===== src/rtl/game_tree_v2.sv =====
// Connect-Four minimax move search over a 7x6 board.
// Depth beyond one ply recurses into a single child instance.
module game_tree_v2 #(
    parameter bit IS_ME = 1'b1,
    parameter int DEPTH = 1
) (
    input  logic               w_clk,
    input  logic               w_rst,
    input  logic               w_en,
    input  logic [41:0]        i_me_field,
    input  logic [41:0]        i_op_field,
    input  logic [20:0]        i_piled_array,
    output logic               o_valid,
    output logic               o_finished,
    output logic signed [15:0] o_score,
    output logic [2:0]         o_selected_col
);

    typedef enum logic [2:0] {
        IDLE,
        SCAN,
        WAIT,
        NEXT,
        DONE
    } state_t;

    localparam logic [41:0] M_LO = {6{7'b0001111}};
    localparam logic [41:0] M_HI = {6{7'b1111000}};

    function automatic logic has_four(input logic [41:0] b);
        logic [41:0] h;
        logic [41:0] v;
        logic [41:0] d1;
        logic [41:0] d2;
        h  = b & (b >> 1);
        h  = h & (h >> 2);
        v  = b & (b >> 7);
        v  = v & (v >> 14);
        d1 = b & (b >> 8);
        d1 = d1 & (d1 >> 16);
        d2 = b & (b >> 6);
        d2 = d2 & (d2 >> 12);
        return (|(h & M_LO)) || (|v) ||
               (|(d1 & M_LO)) || (|(d2 & M_HI));
    endfunction

    state_t state;
    state_t state_n;

    logic [41:0]        me_r;
    logic [41:0]        op_r;
    logic [20:0]        piled_r;
    logic [2:0]         col;
    logic signed [15:0] best;
    logic [2:0]         best_col;
    logic               found;

    logic               child_en;
    logic [41:0]        ch_me;
    logic [41:0]        ch_op;
    logic [20:0]        ch_piled;
    logic               ch_valid;
    logic               ch_finished;
    logic signed [15:0] ch_score;

    logic [2:0]         h;
    logic               full;
    logic               last;
    logic [5:0]         pos;
    logic [41:0]        placed;
    logic [20:0]        piled_n;
    logic               win;

    logic               take;
    logic               descend;
    logic signed [15:0] cand;
    logic               better;

    always_comb begin
        h       = piled_r[col*3 +: 3];
        full    = (h >= 3'd6);
        last    = (col == 3'd6);
        pos     = {3'b000, h} * 6'd7 + {3'b000, col};
        placed  = (IS_ME ? me_r : op_r) | (42'd1 << pos);
        piled_n = piled_r;
        piled_n[col*3 +: 3] = h + 3'd1;
        win     = has_four(placed);
    end

    always_comb begin
        state_n = state;
        take    = 1'b0;
        descend = 1'b0;
        cand    = '0;
        unique case (state)
            IDLE: begin
                if (w_en)
                    state_n = SCAN;
            end
            SCAN: begin
                if (full) begin
                    state_n = last ? DONE : SCAN;
                end else if (win) begin
                    take    = 1'b1;
                    cand    = IS_ME ? 16'sd1000 : -16'sd1000;
                    state_n = last ? DONE : SCAN;
                end else if (DEPTH == 1) begin
                    take    = 1'b1;
                    state_n = last ? DONE : SCAN;
                end else begin
                    descend = 1'b1;
                    state_n = WAIT;
                end
            end
            WAIT: begin
                if (ch_finished) begin
                    take    = 1'b1;
                    cand    = ch_valid ? ch_score : '0;
                    state_n = NEXT;
                end
            end
            NEXT: begin
                state_n = last ? DONE : SCAN;
            end
            DONE: begin
                if (o_finished && !w_en)
                    state_n = IDLE;
            end
            default: state_n = IDLE;
        endcase
        better = !found || (IS_ME ? (cand > best) : (cand < best));
    end

    always_ff @(posedge w_clk or negedge w_rst) begin
        if (!w_rst) begin
            state          <= IDLE;
            me_r           <= '0;
            op_r           <= '0;
            piled_r        <= '0;
            col            <= '0;
            best           <= '0;
            best_col       <= '0;
            found          <= 1'b0;
            child_en       <= 1'b0;
            ch_me          <= '0;
            ch_op          <= '0;
            ch_piled       <= '0;
            o_valid        <= 1'b0;
            o_finished     <= 1'b0;
            o_score        <= '0;
            o_selected_col <= '0;
        end else begin
            state <= state_n;
            if (take && better) begin
                best     <= cand;
                best_col <= col;
                found    <= 1'b1;
            end
            unique case (state)
                IDLE: begin
                    if (w_en) begin
                        me_r           <= i_me_field;
                        op_r           <= i_op_field;
                        piled_r        <= i_piled_array;
                        col            <= '0;
                        best           <= '0;
                        best_col       <= '0;
                        found          <= 1'b0;
                        o_valid        <= 1'b0;
                        o_finished     <= 1'b0;
                        o_score        <= '0;
                        o_selected_col <= '0;
                    end
                end
                SCAN: begin
                    if (descend) begin
                        ch_me    <= IS_ME ? placed : me_r;
                        ch_op    <= IS_ME ? op_r : placed;
                        ch_piled <= piled_n;
                        child_en <= 1'b1;
                    end else if (!last) begin
                        col <= col + 3'd1;
                    end
                end
                WAIT: begin
                    if (ch_finished)
                        child_en <= 1'b0;
                end
                NEXT: begin
                    if (!last)
                        col <= col + 3'd1;
                end
                DONE: begin
                    // finished is shown for at least one cycle even if w_en already fell
                    if (!o_finished) begin
                        o_finished     <= 1'b1;
                        o_valid        <= found;
                        o_score        <= best;
                        o_selected_col <= best_col;
                    end else if (!w_en) begin
                        o_finished <= 1'b0;
                    end
                end
                default: ;
            endcase
        end
    end

    if (DEPTH > 1) begin : g_child
        logic [2:0] unused_ch_col;
        game_tree_v2 #(
            .IS_ME(!IS_ME),
            .DEPTH(DEPTH - 1)
        ) u_child (
            .w_clk         (w_clk),
            .w_rst         (w_rst),
            .w_en          (child_en),
            .i_me_field    (ch_me),
            .i_op_field    (ch_op),
            .i_piled_array (ch_piled),
            .o_valid       (ch_valid),
            .o_finished    (ch_finished),
            .o_score       (ch_score),
            .o_selected_col(unused_ch_col)
        );
    end else begin : g_leaf
        logic unused_child;
        assign unused_child = ^{child_en, ch_me, ch_op, ch_piled};
        assign ch_valid     = 1'b0;
        assign ch_finished  = 1'b0;
        assign ch_score     = '0;
    end

endmodule


===== config.mk =====
export PLATFORM = sky130hd
export DESIGN_NAME = game_tree_v2
export DESIGN_NICKNAME = d
export VERILOG_FILES = /design/src/rtl/game_tree_v2.sv
export SDC_FILE = /design/constraint.sdc
export NUM_CORES = 1
export LEC_CHECK = 0
export BUFFER_PORTS_ARGS = -buffer_cell sky130_fd_sc_hd__buf_4
export CAP_MARGIN = 30
export CORE_MARGIN = 2
export CORE_UTILIZATION = 30
export DETAILED_ROUTE_END_ITERATION = 12
export HOLD_SLACK_MARGIN = 0.1
export PLACE_DENSITY = 0.61
export RECOVER_POWER = 100
export SYNTH_ARGS = -nofsm -noshare
export SYNTH_HDL_FRONTEND = slang
export SYNTH_SLANG_ARGS = --single-unit

===== constraint.sdc =====
create_clock -name w_clk -period 13.4 [get_ports w_clk]
set_input_delay 1.34 -clock w_clk [delete_from_list [all_inputs] [get_ports w_clk]]
set_output_delay 1.34 -clock w_clk [all_outputs]
set_load 0.03 [all_outputs]

# ---- Yosys cells after proc, flatten, opt, wreduce, memory -nomap -nowiden
# Cells that the tools add are included.
dict set report word_totals {
  ff_bits 110
  word_cells 91
}
dict set report op_classes {
  n_eq_ne 9
  reduce_logical 21
  addsub 2
  n_mul 2
  order_cmp 2
  mux 32
  shifts 2
  n_bitwise 10
}
# operator count
set ops {}
lappend ops {{$mux W16} 5}
lappend ops {{$reduce_or A24 Y1} 3}
lappend ops {{$and A42 B28 Y42} 1}
lappend ops {{$and A42 B30 Y42} 1}
lappend ops {{$and A42 B34 Y42} 1}
lappend ops {{$and A42 B35 Y42} 1}
lappend ops {{$and A42 B36 Y42} 1}
lappend ops {{$or A42 B42 Y42} 1}
lappend ops {{$reduce_or A42 Y1} 1}
lappend ops {{$shl A1 B6 Y42 const A} 1}
lappend ops {{$and A41 B41 Y41} 1}
lappend ops {{$and A39 B26 Y39} 1}
lappend ops {{$and A39 B39 Y39} 1}
lappend ops {{$pmux W16 S2} 1}
lappend ops {{$mux W10} 3}
lappend ops {{$mux W3} 9}
lappend ops {{$shiftx A21 B6 Y3} 1}
lappend ops {{$gt A16 B16 Y1} 1}
lappend ops {{$pmux W3 S2} 2}
lappend ops {{$pmux W3 S4} 1}
lappend ops {{$mux W1} 9}
lappend ops {{$reduce_and A3 Y1} 3}
lappend ops {{$ne A2 B2 Y1 const B} 4}
lappend ops {{$add A6 B3 Y6} 1}
lappend ops {{other kinds (16)} 26}

# ---- Depth between registers and ports, before layout
dict set report logic_depth {
  depth_word 21
  depth_mapped 33
}

# ---- Worst setup path after synthesis
# Ideal clock, no wire load.
dict set report synth_path {
  path_kind {reg-to-reg}
  from {reg col[0]}
  to {reg best_col[1]}
  setup_time_ns 0.132
  period_less_slack_ns 7.403
  stages_incl_launch_ff 30
  path_slack_ns 5.997
  required_ns 13.268
  arrival_ns 7.271
  cell_sequence {dfrtp_1 > clkbuf_1 > mux4_2 > nor2_1 > a21o_1 > inv_1 > fa_1 > fa_1 > fa_1 > xnor2_2 > nand2_1 > nor3_1 > a21oi_1 > or4_1 > o31ai_1 > nand4b_1 > nor4_4 > a21oi_1 > ha_1 > nand2b_1 > nor2_1 > o21a_1 > o21a_1 > o21a_1 > o211ai_1 > a41o_1 > clkbuf_1 > clkbuf_1 > mux2i_1 > nor2_1}
}
dict set report synth_via {
  elab_chain_len 21
  elab_cells_between_ends 33
}
# element line
set synth_rtl {}
lappend synth_rtl {{start: declaration} 53} ;# logic [2:0] col;
lappend synth_rtl {{start signal: assignment} 182} ;# col <= col + 3'd1;
lappend synth_rtl {{start signal: assignment} 191} ;# col <= col + 3'd1;
lappend synth_rtl {{$mul A3 B2 Y5} --}
lappend synth_rtl {{$shiftx A21 B6 Y3} 80} ;# h = piled_r[col*3 +: 3];
lappend synth_rtl {{$mul A3 B3 Y6} 83} ;# pos = {3'b000, h} * 6'd7 + {3'b000, col};
lappend synth_rtl {{$add A6 B3 Y6} 83}
lappend synth_rtl {{$shl A1 B6 Y42} 84} ;# placed = (IS_ME ? me_r : op_r) | (42'd1 << pos);
lappend synth_rtl {{$or A42 B42 Y42} 84}
lappend synth_rtl {{$and A42 B35 Y42 / $and A41 B41 Y41 (equally long branches)} {37, 35}}
lappend synth_rtl {{$and A42 B28 Y42 / $and A39 B39 Y39 (equally long branches)} {38, 36}}
lappend synth_rtl {{[... 5 more ...]} --}
lappend synth_rtl {{$mux W10} 101} ;# if (full) begin
lappend synth_rtl {{$mux W10} --}
lappend synth_rtl {{$gt A16 B16 Y1} 131} ;# better = !found || (IS_ME ? (cand > best) : (cand < best));
lappend synth_rtl {{$logic_or A1 B1 Y1} 131}
lappend synth_rtl {{$logic_and A1 B1 Y1 *} 154} ;# if (take && better) begin
lappend synth_rtl {{$mux W3 *} 154}
lappend synth_rtl {{$mux W3} 161} ;# if (w_en) begin
lappend synth_rtl {{$mux W3 *} 159} ;# unique case (state)
lappend synth_rtl {{end signal: assignment} 156} ;# best_col <= col;
lappend synth_rtl {{end: declaration} 55} ;# logic [2:0] best_col;
# Every way passes the cells marked *; elsewhere a longest branch is shown, timed or not.
# A chain may end at the register's enable or synchronous reset.

# ---- Worst setup path after layout
dict set report layout_path {
  from {reg col[0]}
  to {reg best[9]}
}
dict set report layout_via {
  elab_chain_len 21
  elab_cells_between_ends 33
}
# element line
set layout_rtl {}
lappend layout_rtl {{$mul A3 B2 Y5} --}
lappend layout_rtl {{$shiftx A21 B6 Y3} 80}
lappend layout_rtl {{$mul A3 B3 Y6} 83}
lappend layout_rtl {{$add A6 B3 Y6} 83}
lappend layout_rtl {{$shl A1 B6 Y42} 84}
lappend layout_rtl {{$or A42 B42 Y42} 84}
lappend layout_rtl {{$and A42 B35 Y42 / $and A41 B41 Y41 (equally long branches)} {37, 35}}
lappend layout_rtl {{$and A42 B28 Y42 / $and A39 B39 Y39 (equally long branches)} {38, 36}}
lappend layout_rtl {{[... 5 more ...]} --}
lappend layout_rtl {{$mux W10} 101}
lappend layout_rtl {{$mux W10} --}
lappend layout_rtl {{$gt A16 B16 Y1} 131}
lappend layout_rtl {{$logic_or A1 B1 Y1} 131}
lappend layout_rtl {{$logic_and A1 B1 Y1} 154}
lappend layout_rtl {{$mux W16 *} 154}
lappend layout_rtl {{$mux W16} 161}
lappend layout_rtl {{$mux W16 *} 159}
lappend layout_rtl {{end signal: assignment} 155} ;# best <= cand;
lappend layout_rtl {{end: declaration} 54} ;# logic signed [15:0] best;
# Marks and branches as above.

==> run_results.csv <==
group,metric,value,unit
run_status,run_status,"finished, violations left",
run_status,violations,"max-capacitance violations, max-slew violations",
worst_hold_path,min_to,"o_score[4]",
drt,drc,0,
timing,fin_setup_tns,0,ns
timing,setup_violations,0,
critical_path,reg2reg_slack,3.62,ns
timing,clock_skew,0.0138,ns
critical_path,critPathRequiredTime,13.60,ns
synthesis,synth_cells,727,
timing,fin_crit_sh,73.0,%
critical_path,critPathKind,"flip-flop to flip-flop",
drt,wl_per_cell,16.6,µm
floorplanning,ios,129,
grt,gr-total-overflow,0,
synthesis,ys_seq_elements,109,
clock_tree,ctsResizeCount,0,
layout,fin_area,7240,µm²
synthesis,synth_nets,857,
drt,vias,5500,
clock_tree,cts.sinks,109,
floorplanning,die_h,148,µm
timing,hold_ws,0.469,ns
clock_tree,clkSlewWorstSetupHoldPaths,0.08,ns
worst_hold_path,min-delay-start,"o_score[4]",
clock_tree,cts_buffers,9,
grt,antenna_found_initial,0,
timing,drv_slew,278,
clock_tree,cts_tree,"done",
critical_path,arrival,9.98,ns
layout,drive_above_1_share,12.8,%
floorplanning,num_rows,52,
critical_path,cp-end-kind,"flip-flop",
critical_path,crit_fanout,20,
synthesis,synth_top_family_by_area,"simple AND/OR/NAND/NOR gates",
synthesis,synth-edff-count,0,
synthesis,synth-async-reset-ratio,100,%
synthesis,yosys_warnings,0,
worst_hold_path,hold_class,"flip-flop to flip-flop",
timing,rsz0062_at_grt,"false",
synthesis,synth_area_per_cell,8.51,µm²
grt,grt_pass1_vias,5432,
grt,grt_usage,16.8,%
timing,finalHoldViolCount,0,
critical_path,timing.rr.end,"best[9]",
placed_design,post-dp-hpwl,13.1,mm
clock_tree,postCtsHoldBufs,0,
floorplanning,start_util,30.6,%
grt,grt_pass1_wl,28.9,mm
floorplanning,die_w,148,µm
synthesis,synth-main-ff-cell,"dfrtp_1",
drt,drt_iter0_drc,412,
timing,period_minus_slack,9.78,ns
layout,final_cell_mix,"nand2_1 (234), dfrtp_1 (109), buf_4 (65)",
layout,syn_to_final_growth,17.1,%
drt,postRouteAntennaNets,0,
synthesis,synth_mux_area_share,2.89,%
placed_design,place.gp.congestion,0.971,
drt,drt-total-wl,17.7,mm
clock_tree,htreeDepth,3,
layout,antennaDiodeCount,0,
placed_design,io_buffers,86,
critical_path,crit_path_start_kind,"flip-flop",
layout,final_nets,924,
floorplanning,core_area,20200,µm²
layout,layout.cells.most_common,"nand2_1",
critical_path,reg2reg_from,"col[0]",
timing,worst_pin_slew,3.22,ns
synthesis,yosysUniqueCellTypes,74,
drt,via_per_inst,5.14,
layout,finish.utilization,35.8,%
drt,dr.pass1.iters,6,
timing,fmax,102,MHz
synthesis,synth_compound_area_share,18.2,%
worst_hold_path,worstHoldPathCells,2,
synthesis,yosys.area_share.simple,25.2,%
placed_design,postPlaceCellArea,7080,µm²
clock_tree,clock_path_buffers,2,
synthesis,yosysSeqAreaShare,44.1,%
synthesis,synth-adder-area-share,4.94,%
layout,nFillCells,2143,
floorplanning,dieArea,21800,µm²
synthesis,synth_xor_area_share,0.951,%
clock_tree,clk_latency,0.37,ns
critical_path,reg2regPathDepth,23,
clock_tree,root_buffer,"clkbuf_16",
timing,relSlewSlack,-115,%
clock_tree,cts_setup_buffers,0,
grt,grt_max_degree,78,
job,drv_cap,5,
synthesis,syn_area,6180,µm²
-- how the worst max path moves through the flow --
stage	endpoint	startpoint	slack [ns]
2_1_floorplan	best_col[1]	col[0]	6.00
3_3_place_gp	best[9]	col[0]	4.59
3_5_place_dp	best[9]	col[0]	4.79
4_1_cts	best[9]	col[0]	4.71
5_1_grt	best[9]	col[0]	2.88
6_report	best[9]	col[0]	3.62
-- registers in the layout, indices dropped and copies added (netlist names) --
name	count
me_r	42
piled_r	21
best	16
o_score	16
best_col	3
col	3
o_selected_col	3
state	2
found	1
o_finished	1
o_valid	1
-- cells in the mapped netlist (3+ instances only) --
library cell / count / area, µm²
nand2_1: 235 / 882
dfrtp_1: 109 / 2730
a21oi_1: 48 / 240
nor2_1: 43 / 161
clkbuf_1: 29 / 109
nand3_1: 22 / 110
o21ai_0: 20 / 100
ha_1: 18 / 225
inv_1: 18 / 67.6
a21o_1: 15 / 113
a211oi_1: 14 / 105
nor3_1: 14 / 70.1
and3_1: 11 / 68.8
o31ai_1: 10 / 75.1
mux2i_1: 7 / 70.1
nand2b_1: 6 / 37.5
nor4_1: 5 / 31.3
o21a_1: 5 / 37.5
a22oi_1: 4 / 30.0
a32oi_1: 4 / 35.0
fa_1: 4 / 80.1
nor2b_1: 4 / 25.0
o22ai_1: 4 / 25.0
a211oi_2: 3 / 37.5
a21oi_2: 3 / 26.3
a311oi_1: 3 / 26.3
buf_1: 3 / 11.3
mux4_2: 3 / 67.6
nand4_1: 3 / 18.8
o211ai_1: 3 / 22.5
-- metal layers --
layer | wire length [µm] | share of wire, % | global-route usage [%] | vias to the layer above
li1 | - | - | - | 2653
met1 | 8570 | 48 | 23.8 | 2615
met2 | 7580 | 43 | 24.6 | 187
met3 | 1020 | 5.7 | 3.30 | 45
met4 | 579 | 3.3 | 7.64 | 0
met5 | 0 | 0 | 0 | -
-- cells by family (layout without fill, tap and decap cells) --
kind of cell,count (synthesis),count (layout)
AO/OA/AOI/OAI,162,162
XOR/XNOR,5,5
adder cells (fa/ha/maj),22,22
buffers and inverters,55,127
flip-flops,109,109
multiplexers,13,13
AND/OR/NAND/NOR,361,361
-- stage by stage --
| step | instances | setup WS (ns) |
|---|---|---|
| detailed placement | 1053 | 4.79 |
| floorplan | 727 | 6.00 |
| finish | 1069 | 3.62 |
| CTS | 1069 | 4.71 |
| global placement | 1051 | 4.59 |
| global route | 1069 | 2.88 |
-- critical path, stage by stage (launching register included) --
cell       delay [ns]
dfrtp_1          0.63
mux4_2           0.58
nor2_1           0.10
a21o_1           0.11
inv_1            0.10
fa_1             0.49
fa_1             0.52
fa_1             0.55
a211oi_1         0.48
nor2_1           0.17
o211a_1          0.58
a21oi_1          0.65
o31ai_1          0.25
o21ba_1          0.27
o2111ai_1        0.20
nor4_1           0.93
a21oi_1          0.43
ha_1             0.42
and4b_1          0.21
a211oi_1         0.34
o211ai_1         0.15
a41o_1           0.49
nor4_1           0.80
a21oi_1          0.16
-- area by class of cell --
class	count	area [µm²]	area share (%)
multi-input combinational	563	3200	44.2
sequential	109	2730	37.7
timing repair buffer	93	593	8.19
tap	270	338	4.66
clock buffer	9	225	3.11
clock inverter	7	91.3	1.26
inverter	18	67.6	0.933
Power is left out: the tool's default activity adds up to more than one toggle a clock period on the data nets, which glitch-free logic cannot reach.
